--- config.mk ---
export PLATFORM = sky130hd
export DESIGN_NAME = pipe_skid_reg
export DESIGN_NICKNAME = d
export VERILOG_FILES = /design/src/rtl/pipe_skid_reg_pkg.sv /design/src/rtl/pipe_skid_reg_stat_cnt.sv /design/src/rtl/pipe_skid_reg.sv
export SDC_FILE = /design/constraint.sdc
export NUM_CORES = 1
export LEC_CHECK = 0
export ABC_AREA = 1
export ABC_CLOCK_PERIOD_IN_PS = 2100
export CAP_MARGIN = 20
export CORE_MARGIN = 1.5
export CORE_UTILIZATION = 35
export CTS_BUF_LIST = sky130_fd_sc_hd__clkbuf_16
export DETAILED_ROUTE_END_ITERATION = 7
export DONT_BUFFER_PORTS = 1
export HOLD_SLACK_MARGIN = 0.12
export PLACE_DENSITY = 0.46
export SYNTH_ARGS = -nofsm -noshare
export SYNTH_HDL_FRONTEND = slang
export SYNTH_SLANG_ARGS = --single-unit
--- constraint.sdc ---
create_clock -name clk -period 2.1 [get_ports clk]
set_clock_uncertainty 0.2 [all_clocks]
set_input_delay 0.105 -clock clk [delete_from_list [all_inputs] [get_ports clk]]
set_output_delay 0.105 -clock clk [all_outputs]
set_load 0.05 [all_outputs]
--- src/rtl/pipe_skid_reg_pkg.sv ---
// ---------------------------------------------------------------------------
// pipe_pkg
//   Shared types for the elastic pipeline stage register (pipe_skid_reg).
//   - skid_state_e : occupancy of the stage (EMPTY / BUSY / FULL)
//   - STATS_CNT_W  : width of the optional stall/bubble statistics counters
//   - per-stage control structs that instantiating stages cast to/from the
//     generic in_ctrl/out_ctrl vector (all CTRL_W = 8 bits wide)
// ---------------------------------------------------------------------------
`default_nettype none

package pipe_pkg;

  typedef enum logic [1:0] {
    EMPTY = 2'd0,  // no entry held
    BUSY  = 2'd1,  // main register valid
    FULL  = 2'd2   // main and skid registers valid
  } skid_state_e;

  localparam int STATS_CNT_W = 32;

  typedef struct packed {
    logic       reg_wr;
    logic [1:0] wb_sel;
    logic       call;
    logic       reg_dst;
    logic       mem_rd;
    logic       mem_wr;
    logic       alu_src;
  } id_ex_ctrl_t;

  typedef struct packed {
    logic       reg_wr;
    logic [1:0] wb_sel;
    logic       call;
    logic       mem_rd;
    logic       mem_wr;
    logic [1:0] rsvd;
  } ex_mem_ctrl_t;

  typedef struct packed {
    logic       reg_wr;
    logic [1:0] wb_sel;
    logic       call;
    logic [3:0] rsvd;
  } mem_wb_ctrl_t;

endpackage

`default_nettype wire

--- src/rtl/pipe_skid_reg_stat_cnt.sv ---
// ---------------------------------------------------------------------------
// pipe_stat_cnt
//   Saturating event counter with enable; sticks at all-ones.
//   Ports:
//     clk    in   clock
//     rst_n  in   asynchronous active-low reset (count -> 0)
//     en_i   in   count this cycle
//     cnt_o  out  current count
// ---------------------------------------------------------------------------
`default_nettype none

module pipe_stat_cnt
  import pipe_pkg::*;
#(
  parameter int W = STATS_CNT_W
) (
  input  logic         clk,
  input  logic         rst_n,
  input  logic         en_i,
  output logic [W-1:0] cnt_o
);

  logic [W-1:0] cnt_q;
  logic [W-1:0] cnt_d;

  always_comb begin
    cnt_d = cnt_q;
    if (en_i && (cnt_q != {W{1'b1}})) begin
      cnt_d = cnt_q + {{(W-1){1'b0}}, 1'b1};
    end
  end

  always_ff @(posedge clk or negedge rst_n) begin
    if (!rst_n) begin
      cnt_q <= '0;
    end else begin
      cnt_q <= cnt_d;
    end
  end

  assign cnt_o = cnt_q;

endmodule

`default_nettype wire

--- src/rtl/pipe_skid_reg.sv ---
// ---------------------------------------------------------------------------
// pipe_skid_reg
//   Elastic valid/ready pipeline stage with a 2-entry skid buffer. The main
//   register drives the outputs directly; the skid register absorbs the one
//   entry accepted while downstream stalls, so in_ready can be registered
//   and still sustain one entry per cycle. Synchronous flush empties the
//   stage and zeroes control so a killed entry has no side effects.
//   Ports:
//     clk, rst_n (async, active-low), flush (synchronous kill)
//     in_valid/in_ready/in_data/in_ctrl     upstream handshake + payload
//     out_valid/out_ready/out_data/out_ctrl downstream handshake + payload
//     stall_cnt/bubble_cnt                  only with PIPE_SKID_STATS_EN
//   Optional feature macro: PIPE_SKID_STATS_EN
// ---------------------------------------------------------------------------
`default_nettype none

module pipe_skid_reg
  import pipe_pkg::*;
#(
  parameter int                DATA_W     = 32,
  parameter int                CTRL_W     = 8,
  parameter logic [DATA_W-1:0] RESET_DATA = '0
) (
  input  logic              clk,
  input  logic              rst_n,
  input  logic              flush,
  input  logic              in_valid,
  output logic              in_ready,
  input  logic [DATA_W-1:0] in_data,
  input  logic [CTRL_W-1:0] in_ctrl,
  output logic              out_valid,
  input  logic              out_ready,
  output logic [DATA_W-1:0] out_data,
  output logic [CTRL_W-1:0] out_ctrl
`ifdef PIPE_SKID_STATS_EN
  ,
  output logic [STATS_CNT_W-1:0] stall_cnt,
  output logic [STATS_CNT_W-1:0] bubble_cnt
`endif
);

  skid_state_e       state_q, state_d;
  logic              in_ready_q, in_ready_d;
  logic [DATA_W-1:0] main_data_q, main_data_d;
  logic [CTRL_W-1:0] main_ctrl_q, main_ctrl_d;
  logic [DATA_W-1:0] skid_data_q, skid_data_d;
  logic [CTRL_W-1:0] skid_ctrl_q, skid_ctrl_d;
  logic              in_fire;
  logic              out_fire;

  assign out_valid = (state_q != EMPTY);
  assign in_fire   = in_valid & in_ready_q;
  assign out_fire  = out_valid & out_ready;

  always_comb begin
    state_d     = state_q;
    main_data_d = main_data_q;
    main_ctrl_d = main_ctrl_q;
    skid_data_d = skid_data_q;
    skid_ctrl_d = skid_ctrl_q;

    if (flush) begin
      // Any entry accepted this cycle is dropped along with held ones.
      state_d     = EMPTY;
      main_data_d = RESET_DATA;
      main_ctrl_d = '0;
      skid_data_d = RESET_DATA;
      skid_ctrl_d = '0;
    end else begin
      case (state_q)
        EMPTY: begin
          if (in_fire) begin
            state_d     = BUSY;
            main_data_d = in_data;
            main_ctrl_d = in_ctrl;
          end
        end
        BUSY: begin
          if (in_fire && out_fire) begin
            main_data_d = in_data;
            main_ctrl_d = in_ctrl;
          end else if (in_fire) begin
            state_d     = FULL;
            skid_data_d = in_data;
            skid_ctrl_d = in_ctrl;
          end else if (out_fire) begin
            state_d = EMPTY;
          end
        end
        FULL: begin
          // in_ready is low here, so only a drain can happen.
          if (out_fire) begin
            state_d     = BUSY;
            main_data_d = skid_data_q;
            main_ctrl_d = skid_ctrl_q;
          end
        end
        default: begin
          state_d = EMPTY;
        end
      endcase
    end

    in_ready_d = (state_d != FULL);
  end

  always_ff @(posedge clk or negedge rst_n) begin
    if (!rst_n) begin
      state_q     <= EMPTY;
      in_ready_q  <= 1'b1;
      main_data_q <= RESET_DATA;
      main_ctrl_q <= '0;
      skid_data_q <= RESET_DATA;
      skid_ctrl_q <= '0;
    end else begin
      state_q     <= state_d;
      in_ready_q  <= in_ready_d;
      main_data_q <= main_data_d;
      main_ctrl_q <= main_ctrl_d;
      skid_data_q <= skid_data_d;
      skid_ctrl_q <= skid_ctrl_d;
    end
  end

  assign in_ready = in_ready_q;
  assign out_data = main_data_q;
  assign out_ctrl = main_ctrl_q;

`ifdef PIPE_SKID_STATS_EN
  logic stall_en;
  logic bubble_en;

  assign stall_en  = out_valid & ~out_ready;
  assign bubble_en = ~out_valid & out_ready;

  pipe_stat_cnt #(.W(STATS_CNT_W)) u_stall_cnt (
    .clk   (clk),
    .rst_n (rst_n),
    .en_i  (stall_en),
    .cnt_o (stall_cnt)
  );

  pipe_stat_cnt #(.W(STATS_CNT_W)) u_bubble_cnt (
    .clk   (clk),
    .rst_n (rst_n),
    .en_i  (bubble_en),
    .cnt_o (bubble_cnt)
  );
`endif

endmodule

`default_nettype wire

**Yosys cells after proc, flatten, opt, wreduce, memory -nomap -nowiden**

Cells that the tools add are included.

- Add/subtract/negate cells: 0
- Multiply operators: 0
- Divide/modulo/power cells: 0
- Order comparisons: 0
- Eq/ne operators: 7
- Shift-type cells: 0
- Multiplexer cells: 23
- Bitwise logic cells: 2
- Reduce and logical (&&, ||, !) cells: 8

Operator list:

| kind | number |
|---|---|
| 32-bit 2-to-1 mux | 7 |
| 32-bit one-hot mux with 3 select lines | 1 |
| 8-bit 2-to-1 mux | 7 |
| 8-bit one-hot mux with 3 select lines | 1 |
| 2-bit 2-to-1 mux | 6 |
| 3-bit != test (second input constant) | 3 |
| 2-bit one-hot mux with 3 select lines | 1 |
| 2-bit nonzero test | 3 |
| 2-bit != test (second input constant) | 2 |
| 4-bit AND reduction | 1 |
| 4-bit nonzero test | 1 |
| 3-bit AND reduction | 1 |
| 1-bit AND | 2 |
| 2-bit by 1-bit == test with 1-bit output (second input constant) | 1 |
| 2-bit == test (second input constant) | 1 |
| 2-bit zero test | 1 |
| 1-bit logical AND | 1 |

- Register bits: 83
- Latch bits: 0
- Bits in writable memories: 0
- Memory bits (read-only): 0
- Input bits: 45
- Output and inout bits: 42
- Logic and storage cells: 46
- Memories kept: 0

**Longest topological paths before layout**

Gate-level depths: netlist of the first run.

- Word-level depth: 8
- Depth in mapped cells: 10
- Mapped depth without buffers: 10

**Least setup slack after synthesis of the first run**

OpenSTA, ideal clock, no wires.

- Path type: flip-flop to flip-flop
- Start point: register state_q[0]
- End point: register main_ctrl_q[0], in the netlist out_ctrl[0]
- Library setup time: 0.065 ns
- Arrival time: 1.643 ns
- Data required time: 1.835 ns
- Setup slack: 0.191 ns
- Cell stages (with the launch flop): 11
- Path buffers: 1
- Clock period less this slack: 1.909 ns
- Cell sequence: dfrtp_1 -> inv_1 -> ha_1 -> inv_2 -> nand2_4 -> nor2_8 -> nor2_8 -> nor2_4 -> buf_6 -> nand3_1 -> nand2_1

- Cells in the longest elaborated chain, start to end: 5
- Elaborated cells on any way between the ends: 13
- Classes of those cells: eq/ne: 5; mux: 2; bitwise: 1; reduce/logical: 5

RTL lines:

| what | RTL line | source |
|---|---|---|
| start: declaration | pipe_skid_reg.sv:42 | `skid_state_e state_q, state_d;` |
| start signal: assignment | pipe_skid_reg.sv:116 | `state_q <= state_d;` |
| 2-bit nonzero test (*) | pipe_skid_reg.sv:51 | `assign out_valid = (state_q != EMPTY);` |
| via out_valid | pipe_skid_reg.sv:31 | `output logic out_valid,` |
| 1-bit AND (*) | pipe_skid_reg.sv:53 | `assign out_fire = out_valid & out_ready;` |
| 1-bit logical AND | pipe_skid_reg.sv:79 | `if (in_fire && out_fire) begin` |
| 3-bit != test (no line) | - |  |
| 4-bit AND reduction (no line) (*) | - |  |
| end signal: assignment | pipe_skid_reg.sv:119 | `main_ctrl_q <= main_ctrl_d;` |
| end: declaration | pipe_skid_reg.sv:45 | `logic [CTRL_W-1:0] main_ctrl_q, main_ctrl_d;` |

The timed path passes the listed nets; every way through them passes the cells marked *.
A chain may end at the register's enable or synchronous reset.

**Worst setup path after layout of the first run**

- Start point: register state_q[0]
- End point: register main_data_q[0], in the netlist out_data[0]

- Cells in the longest elaborated chain, start to end: 5
- Elaborated cells on any way between the ends: 13
- Classes of those cells: eq/ne: 5; mux: 2; bitwise: 1; reduce/logical: 5

RTL lines:

| what | RTL line | source |
|---|---|---|
| 2-bit nonzero test | pipe_skid_reg.sv:51 |  |
| 1-bit AND | pipe_skid_reg.sv:53 |  |
| 1-bit logical AND | pipe_skid_reg.sv:79 |  |
| 3-bit != test (no line) | - |  |
| 4-bit AND reduction (no line) | - |  |
| end signal: assignment | pipe_skid_reg.sv:118 | `main_data_q <= main_data_d;` |
| end: declaration | pipe_skid_reg.sv:44 | `logic [DATA_W-1:0] main_data_q, main_data_d;` |

Several ways; a longest one is shown, not always the timed one.

==> flow_summary_export.csv, run 1 <==
group,metric,value,unit
routing,drt_iter0_markers,149,
grt,grt.total_usage,0.169,
yosys,yosysWarnings,0,
sta,drv_slew,0,
clocking,postCtsSetupBuffers,0,
worst_setup_path,r2r_setup_slack,0.17,ns
sta,whs,-0.737,ns
routing,vias,3366,
outcome,failed_checks,"hold timing",
pwr,sw_frac_of_total,0.351,
yosys,syn_area_per_cell,8.69,sq um
worst_setup_path,cp_max_fo,21,
clocking,htree_levels,3,
clocking,cts_buffers,9,
floorplan,start_util,0.356,
clocking,ctsHoldBuffers,43,
floorplan,die_w,113,um
worst_setup_path,cp-start-kind,"register",
worst_hold_path,hp-class,"in2async",
clocking,insertion_delay,0.34,ns
yosys,syn_inst,488,
floorplan,row_count,40,
final_layout,final_nets,567,
placement,dpl.hpwl,6.32,mm
final_layout,final_cells,670,
floorplan,pin_count,87,
yosys,syn_nets,537,
placement,dp.cells,611,
clocking,cts_sinks,83,
routing,post_drt_via_cell_ratio,5.02,
final_layout,fill_cells,1208,
floorplan,die_y,113,um
pwr,power.switching,1.58,mW
sta,setup_viol,0,
sta,finalSetupTns,0,ns
placement,portBuffers,0,
job,drv_cap,0,
worst_setup_path,r2r-end,"out_data[0]",
grt,grt_pass1_wl,17.0,mm
final_layout,area_growth,19.4,%
clocking,cts_tree,"done",
sta,rsz0062_at_grt,"no",
routing,first_pass_iters,7,
final_layout,insertedDiodeCount,0,
sta,max_freq,517,MHz
pwr,p_leak,2.48,nW
yosys,synth_cell_types,23,
sta,timing.final.hold_violations,83,
pwr,peakVddDrop,405,uV
outcome,status,"finished, violations left",
sta,tightest_slew,0.533,ns
grt,grt.overflow.total,0,
pwr,seq_power_share,0.498,
worst_setup_path,endpoint_kind,"register",
routing,routedWlPerCell,15.1,um
routing,wl,10.1,mm
clocking,cts_buffer_depth,2,
final_layout,final_core_utilization,0.425,
yosys,synth-seq-cells,83,
worst_setup_path,cp.arrival,2.01,ns
pwr,p_clk_frac,0.339,
pwr,p_comb_frac,0.163,
clocking,cts_root_buffer,"clkbuf_16",
routing,ant_nets,0,
grt,grt_pass1_vias,3371,
pwr,internal_power,2.93,mW
placement,place_congestion,0.781,
grt,grt_max_degree,84,
routing,drc,0,
floorplan,die_area,12800,sq um
floorplan,coreArea,11900,sq um
clocking,clkTransAtPathRegs,0.06,ns
worst_setup_path,crit_type,"reg2reg",
sta,slew_headroom,0.645,
yosys,yosysSeqAreaShare,0.490,
worst_setup_path,timing.rr.start,"state_q[0]",
worst_setup_path,required,2.17,ns
worst_setup_path,reg2reg_depth,10,
final_layout,drive_gt1_frac,0.155,
yosys,syn_area,4240,sq um
pwr,powerDensity,891,nW/um^2
pwr,finalPower,4.51,mW
grt,antenna_found_initial,0,
sta,post-route-min-period,1.93,ns
sta,min_period_over_period,0.921,
[cell type report]
| class | instances | area [sq um] | share of cell area |
|---|---|---|---|
| inverters | 51 | 196 | 0.0388 |
| multi-input cells | 316 | 1740 | 0.343 |
| flip-flops and latches | 83 | 2080 | 0.411 |
| repair buffers | 57 | 581 | 0.115 |
| clock buffers | 9 | 225 | 0.0445 |
| clock inverters | 7 | 62.6 | 0.0124 |
| well taps | 147 | 184 | 0.0363 |
[worst max path at each step]
stage	from	endpoint	slack, ns	depth (start not counted)
after global routing	state_q[0]	out_ctrl[7]	0.02	10
after detailed placement	state_q[0]	skid_data_q[4]	0.07	9
after global placement	state_q[1]	skid_data_q[17]	0.12	9
after floorplan	state_q[0]	out_ctrl[0]	0.19	10
final	state_q[0]	out_data[0]	0.17	10
after CTS	state_q[0]	skid_data_q[31]	0.07	9
[routing by layer]
layer | track usage | wire, um | up-vias
met1 | 0.213 | 4740 | 1601
met4 | 0.0658 | 179 | 0
met2 | 0.276 | 4630 | 81
li1 | - | - | 1669
met3 | 0.0455 | 551 | 15
met5 | 0 | 0 | -
[cells by family (layout without fill, tap and decap cells)]
kind of cell,Yosys count,count (layout),share of synthesized area
and+or+nand+nor,226,226,0.256
DFF,83,83,0.490
AOI/OAI and AO/OA,86,86,0.137
buffers and inverters,89,124,0.105
adders and majority gates,4,4,0.0118
[synth_stat cells]
library cell | n | area share
nand2_1 | 93 | 0.082
nand3_2 | 1 | 0.0024
clkbuf_1 | 4 | 0.0035
ha_1 | 4 | 0.012
dfrtp_1 | 82 | 0.48
a21boi_0 | 1 | 0.0018
dfstp_2 | 1 | 0.0062
buf_1 | 8 | 0.0071
buf_6 | 12 | 0.032
nand2_4 | 3 | 0.0080
inv_1 | 49 | 0.043
nor2_8 | 2 | 0.0094
nor2_4 | 1 | 0.0027
o21ai_0 | 43 | 0.051
nand3_1 | 121 | 0.14
inv_4 | 1 | 0.0015
nor2_1 | 3 | 0.0027
inv_2 | 1 | 0.00088
o21ai_2 | 40 | 0.083
a21oi_1 | 2 | 0.0024
nand3b_1 | 1 | 0.0018
nand3_4 | 1 | 0.0041
buf_2 | 14 | 0.017
[state kept, by name, indices dropped and copies added, names as in the netlist]
register     count
skid_data_q     32
out_ctrl         8
in_ready         1
out_data        32
state_q          2
skid_ctrl_q      8
[per-stage QoR]
| stage | setup WS (ns) | hold WS [ns] | instance area (sq um) |
|---|---|---|---|
| 5_1_grt | 0.0226 | -0.760 | 5060 |
| 3_3_place_gp | 0.116 | -0.388 | 4330 |
| 4_1_cts | 0.0703 | -0.755 | 5050 |
| 2_1_floorplan | 0.191 | -0.391 | 4240 |
| 6_report | 0.166 | -0.737 | 5060 |
| 3_5_place_dp | 0.0717 | -0.388 | 4330 |
[worst max-delay path, stage by stage, from the launching register on]
cell	delay [ns]
dfrtp_1	0.41
inv_1	0.10
ha_1	0.26
inv_2	0.09
nand2_4	0.08
nor2_8	0.12
nor2_8	0.06
nor2_4	0.17
buf_12	0.18
nand3_1	0.11
nand2_1	0.08
[power by group through the flow]
stage               clock [mW]  sequential [mW]  combinational [mW]
detailed placement           0             2.28               0.675
finish                    1.53             2.25               0.734
CTS                       1.59             2.25               0.742
floorplan                    0             2.25               0.533
global route              1.65             2.27               0.832
global placement             0             2.28               0.666
[placed cells by master, fill, tap and decap left out, drive strengths merged]
cell	Yosys	routed
a21boi	1	1
dfrtp	82	82
dlygate4sd3	0	43
nand3	123	123
nor2	6	6
o21ai	83	83
clkbuf	4	9
clkinvlp	0	1
inv	51	54
a21oi	2	2
nand3b	1	1
nand2	96	96
clkinv	0	2
dfstp	1	1
bufinv	0	1
ha	4	4
buf	34	14
[what timing repair did]
item                                   in CTS  in global routing
setup endpoints to repair                   0                 44
endpoints found under the hold margin     166                 83
gates resized for setup                     0                  3
Note: power is estimated with default switching activity, not from simulation.
==> run 2, diff against run 1 <==
--- a/config.mk
+++ b/config.mk
@@ -9,12 +9,12 @@
 export ABC_CLOCK_PERIOD_IN_PS = 2100
 export CAP_MARGIN = 20
 export CORE_MARGIN = 1.5
-export CORE_UTILIZATION = 35
+export CORE_UTILIZATION = 55
 export CTS_BUF_LIST = sky130_fd_sc_hd__clkbuf_16
 export DETAILED_ROUTE_END_ITERATION = 7
 export DONT_BUFFER_PORTS = 1
 export HOLD_SLACK_MARGIN = 0.12
-export PLACE_DENSITY = 0.46
+export PLACE_DENSITY = 0.67
 export SYNTH_ARGS = -nofsm -noshare
 export SYNTH_HDL_FRONTEND = slang
 export SYNTH_SLANG_ARGS = --single-unit
==> run 2 against run 1 <==
  * The run still ends with hold timing left
  * Worst setup slack worse by 0.046 ns
  * Sequential power is essentially flat
  * Non-clock buffer count increased by 1
  * Core utilization grew 26 points
  * Wire length is 5.8% lower
  * Clock-buffer cell count stayed put
  * Cell count down 7.0%
  * Critical path depth did not move
  * Register-to-register slack lost 0.05 ns
  * Critical path type unchanged
  * Largest cell class unchanged
  * Largest power group unchanged
==> flow_summary_export.csv, run 2 (same netlist as run 1, synthesis figures left out) <==
group,metric,value,unit
routing,wl,9.51,mm
clocking,clkTransAtPathRegs,0.06,ns
routing,ant_nets,0,
worst_hold_path,hp-class,"in2async",
worst_setup_path,crit_type,"reg2reg",
final_layout,final_cells,623,
sta,setup_viol,0,
routing,vias,3424,
pwr,powerDensity,917,nW/um^2
sta,min_period_over_period,0.943,
worst_setup_path,cp_max_fo,20,
floorplan,coreArea,7370,sq um
routing,post_drt_via_cell_ratio,5.50,
clocking,htree_levels,3,
clocking,cts_buffers,9,
floorplan,row_count,31,
worst_setup_path,endpoint_kind,"register",
routing,drt_iter0_markers,193,
worst_setup_path,required,2.17,ns
clocking,insertion_delay,0.34,ns
outcome,status,"finished, violations left",
clocking,ctsHoldBuffers,43,
placement,dp.cells,562,
worst_setup_path,cp.arrival,2.05,ns
floorplan,start_util,0.576,
placement,portBuffers,0,
final_layout,insertedDiodeCount,0,
floorplan,die_y,90.8,um
sta,tightest_slew,0.527,ns
job,drv_cap,0,
worst_setup_path,cp-start-kind,"register",
sta,max_freq,505,MHz
clocking,cts_sinks,83,
sta,timing.final.hold_violations,83,
final_layout,final_common_cell,"nand3_1",
sta,drv_slew,0,
pwr,p_leak,2.50,nW
clocking,cts_tree,"done",
sta,rsz0062_at_grt,"no",
grt,grt.total_usage,0.243,
placement,placed_area,4250,sq um
placement,dpl.hpwl,5.83,mm
sta,post-route-min-period,1.98,ns
sta,whs,-0.740,ns
floorplan,die_area,8250,sq um
routing,drc,0,
final_layout,area_growth,18.8,%
grt,antenna_found_initial,0,
placement,place_congestion,0.788,
grt,grt_max_degree,84,
clocking,cts_root_buffer,"clkbuf_16",
pwr,peakVddDrop,526,uV
final_layout,final_area,5040,sq um
outcome,failed_checks,"hold timing",
grt,grt_pass1_wl,16.0,mm
final_layout,drive_gt1_frac,0.162,
floorplan,die_w,90.8,um
floorplan,pin_count,87,
sta,finalSetupTns,0,ns
grt,grt_pass1_vias,3277,
routing,routedWlPerCell,15.3,um
grt,grt.overflow.total,0,
routing,first_pass_iters,5,
final_layout,final_nets,568,
sta,slew_headroom,0.649,
final_layout,most-common-layout-cells,"nand3_1 (120), nand2_1 (93), dfrtp_1 (82)",
clocking,cts_buffer_depth,2,
-- run 2: cell types whose count changed in the layout (fill, tap and decap cells not counted), moves of 2 or more --
cell	before	now
buf_4	9	12
buf_6	2	0
clkinv_2	1	3
inv_1	51	49
-- run 2: power by group --
part / internal (mW) / switching, mW
clock network: 1.04 / 0.628
logic: 0.254 / 0.454
registers: 1.75 / 0.499
-- run 2: area by class of cell --
class | count | area [sq um]
Fill cell | 589 | 2330
Clock buffer | 9 | 225
Inverter | 51 | 195
Timing Repair Buffer | 58 | 586
Multi-Input combinational cell | 316 | 1740
Tap cell | 99 | 124
Clock inverter | 7 | 91.3
Sequential cell | 83 | 2080
-- run 2: path summary, 6_finish.rpt --
path / from / to / slack (ns) / depth (start not counted)
min reg2reg: skid_data_q[14] / skid_data_q[14] / 0.32 / 2
max: state_q[0] / out_ctrl[0] / 0.12 / 10
min: rst_n / out_data[26] / -0.74 / 0
max reg2reg: state_q[0] / out_ctrl[0] / 0.12 / 10
max in group asynchronous: rst_n / in_ready / 2.25 / 0
min in group clk: flush / out_ctrl[7] / 0.12 / 3
-- run 2: per-layer routing --
| metal | share of wire | vias up | GRT usage |
|---|---|---|---|
| met4 | 0.012 | 0 | 0.0703 |
| met3 | 0.066 | 9 | 0.0640 |
| met2 | 0.47 | 118 | 0.386 |
| met5 | 0 | - | 0 |
| met1 | 0.45 | 1628 | 0.328 |
| li1 | - | 1669 | - |
-- run 2: critical path: stages (launching register included) --
cell and delay (ns):
dfrtp_1 0.42, inv_1 0.11, ha_2 0.23, inv_2 0.08
nand2_4 0.08, nor2_8 0.12, nor2_8 0.06, nor2_4 0.12
buf_4 0.26, nand3_1 0.13, nand2_1 0.10
-- run 2: what timing repair did --
item,CTS,global route
setup endpoints to repair,0,66
buffers inserted,0,1
gates resized for setup,0,2
hold endpoints to repair,166,83
-- run 2: stage by stage --
stage | utilization | worst slack (ns) | hold slack [ns] | power, mW
2_1_floorplan | - | 0.191 | -0.391 | 2.78
3_5_place_dp | 0.576 | 0.0735 | -0.389 | 2.91
5_1_grt | 0.684 | 0.00147 | -0.753 | 4.81
6_report | 0.684 | 0.120 | -0.740 | 4.62
3_3_place_gp | 0.576 | 0.157 | -0.389 | 2.88
4_1_cts | 0.678 | 0.0307 | -0.747 | 4.64
==> run 3, diff against run 2 <==
--- a/config.mk
+++ b/config.mk
@@ -10,7 +10,7 @@
 export CAP_MARGIN = 20
 export CORE_MARGIN = 1.5
 export CORE_UTILIZATION = 55
-export CTS_BUF_LIST = sky130_fd_sc_hd__clkbuf_16
+export CTS_BUF_LIST = sky130_fd_sc_hd__clkbuf_2
 export DETAILED_ROUTE_END_ITERATION = 7
 export DONT_BUFFER_PORTS = 1
 export HOLD_SLACK_MARGIN = 0.12
==> constraint.sdc (replaced) <==
create_clock -name clk -period 2.1 [get_ports clk]
set_clock_uncertainty 0.2 [all_clocks]
set_input_delay 0.105 -clock clk [delete_from_list [all_inputs] [get_ports clk]]
set_output_delay 0.105 -clock clk [all_outputs]
set_load 0.005 [all_outputs]
==> run 3 against run 2 <==
  * The flow now finishes without violations
  * Critical path depth is 1 lower
  * Core utilization is 3.1 points higher
  * Cell count is 6.7% higher
  * Final area is 4.5% higher
  * Die area stayed put
  * Non-clock buffer count is 42 higher
  * Sequential cell count stayed put
  * Sequential power is 17% lower
  * Hold slack better by 0.89 ns
  * Highest routed layer unchanged
==> flow_summary_export.csv, run 3 (same netlist as run 1, synthesis figures left out) <==
group,metric,value,unit
outcome,status,"completed",
placement,dpl.hpwl,5.46,mm
worst_setup_path,required,2.36,ns
sta,post-route-min-period,1.98,ns
final_layout,final_common_cell,"nand3_1",
floorplan,pin_count,87,
floorplan,start_util,0.576,
pwr,finalPower,3.50,mW
floorplan,die_y,90.8,um
pwr,seq_power_share,0.534,
final_layout,drive_gt1_frac,0.147,
job,drv_cap,0,
worst_setup_path,cp.arrival,2.24,ns
worst_hold_path,hp-class,"in2reg",
sta,timing.final.hold_violations,0,
pwr,p_leak,2.57,nW
routing,vias,3633,
worst_setup_path,slowest_stage,"dfrtp_1",
grt,gr-usage-met2,0.444,
routing,first_pass_iters,4,
clocking,cts_tree,"done",
sta,rsz0062_at_grt,"no",
final_layout,most-common-layout-cells,"nand3_1 (120), nand2_1 (93), dlygate4sd3_1 (87)",
routing,routedWlPerCell,15.0,um
pwr,p_clk_frac,0.238,
final_layout,final_cells,665,
grt,use_met3,0.0463,
pwr,power.switching,1.15,mW
clocking,insertion_delay,0.51,ns
pwr,p_comb_frac,0.229,
sta,tightest_slew,0.572,ns
placement,place_congestion,0.824,
routing,ant_nets,0,
grt,antenna_found_initial,0,
clocking,cts_sinks,83,
pwr,internal_power,2.35,mW
sta,drv_slew,0,
clocking,cts_buffers,9,
sta,min_period_over_period,0.942,
grt,grt.total_usage,0.257,
grt,grt_pass1_wl,17.0,mm
grt,grt_max_degree,84,
clocking,cts_buffer_depth,2,
floorplan,row_count,31,
pwr,sw_frac_of_total,0.330,
clocking,cts_root_buffer,"clkbuf_2",
worst_setup_path,crit_top_cell,"nor2_8",
clocking,clkTransAtPathRegs,0.25,ns
floorplan,die_area,8250,sq um
worst_setup_path,crit_type,"reg2reg",
grt,grt_pass1_vias,3643,
placement,portBuffers,0,
pwr,powerDensity,665,nW/um^2
worst_setup_path,path_cells,"inv_1 > ha_1 > inv_2 > nand2_4 > nor2_8 > nor2_8 > nand3_4 > buf_4 > o21ai_2",
worst_setup_path,cp_max_fo,24,
routing,drt_iter0_markers,189,
sta,finalSetupTns,0,ns
floorplan,coreArea,7370,sq um
final_layout,area_growth,24.1,%
sta,setup_viol,0,
pwr,peakVddDrop,516,uV
final_layout,insertedDiodeCount,0,
grt,grt.overflow.total,0,
routing,post_drt_via_cell_ratio,5.46,
final_layout,final_nets,610,
worst_setup_path,endpoint_kind,"register",
grt,busiest_layer,"met2",
placement,dp.cells,559,
grt,use_met1,0.320,
floorplan,die_w,90.8,um
worst_setup_path,cp-start-kind,"register",
clocking,htree_levels,3,
sta,slew_headroom,0.619,
routing,wl,9.96,mm
sta,max_freq,505,MHz
worst_setup_path,slowest_delay,0.45,ns
routing,drc,0,
## run 3: per-stage QoR
stage	instance area [sq um]	utilization	setup WS, ns	hold WS [ns]
after global placement	4220	0.573	0.153	-0.389
after detailed placement	4220	0.573	0.0685	-0.389
after floorplan	4240	-	0.391	-0.391
final	5260	0.714	0.122	0.153
after CTS	5240	0.711	0.0408	0.124
after global routing	5260	0.714	0.00701	0.179
## run 3: routing by layer
layer | share of wire | wire [um]
met3 | 0.055 | 545
met1 | 0.42 | 4170
met2 | 0.51 | 5070
met5 | 0 | 0
met4 | 0.018 | 182
## run 3: layout make-up
| class | instances | area [sq um] |
|---|---|---|
| clock buffer | 10 | 50.0 |
| multi-input combinational | 316 | 1740 |
| clock inverter | 6 | 66.3 |
| inverter | 51 | 195 |
| sequential | 83 | 2080 |
| fill | 595 | 2110 |
| timing repair buffer | 100 | 1010 |
| tap | 99 | 124 |
## run 3: final timing paths
| check | startpoint | to | slack (ns) | cells after the start |
|---|---|---|---|---|
| hold reg to reg | skid_data_q[15] | skid_data_q[15] | 0.35 | 2 |
| max in group asynchronous | rst_n | in_ready | 0.86 | 3 |
| setup / recovery | state_q[1] | skid_data_q[3] | 0.12 | 9 |
| hold / removal | in_data[9] | out_data[9] | 0.15 | 5 |
| setup reg to reg | state_q[1] | skid_data_q[3] | 0.12 | 9 |
| min in group asynchronous | rst_n | skid_data_q[11] | 0.46 | 3 |
## run 3: critical path: cells and delay by family (launching register included)
kind,cells,cell delay (ns)
flops,1,0.45
buf+inv,3,0.45
simple gates,4,0.40
fa+ha+maj,1,0.26
compound gates,1,0.16
## run 3: power groups by stage
stage	combinational, mW	clock (mW)	sequential (mW)
2_1_floorplan	0.522	0	1.87
3_3_place_gp	0.607	0	1.89
3_5_place_dp	0.618	0	1.90
4_1_cts	0.787	0.863	1.87
5_1_grt	0.893	0.907	1.89
6_report	0.801	0.832	1.87
## run 3: repair_timing
action,4_1_cts,5_1_grt
resized for setup,0,1
endpoints found under the hold margin,166,0
endpoints found under the setup margin,0,68
hold buffers,88,0
buffers inserted,0,2
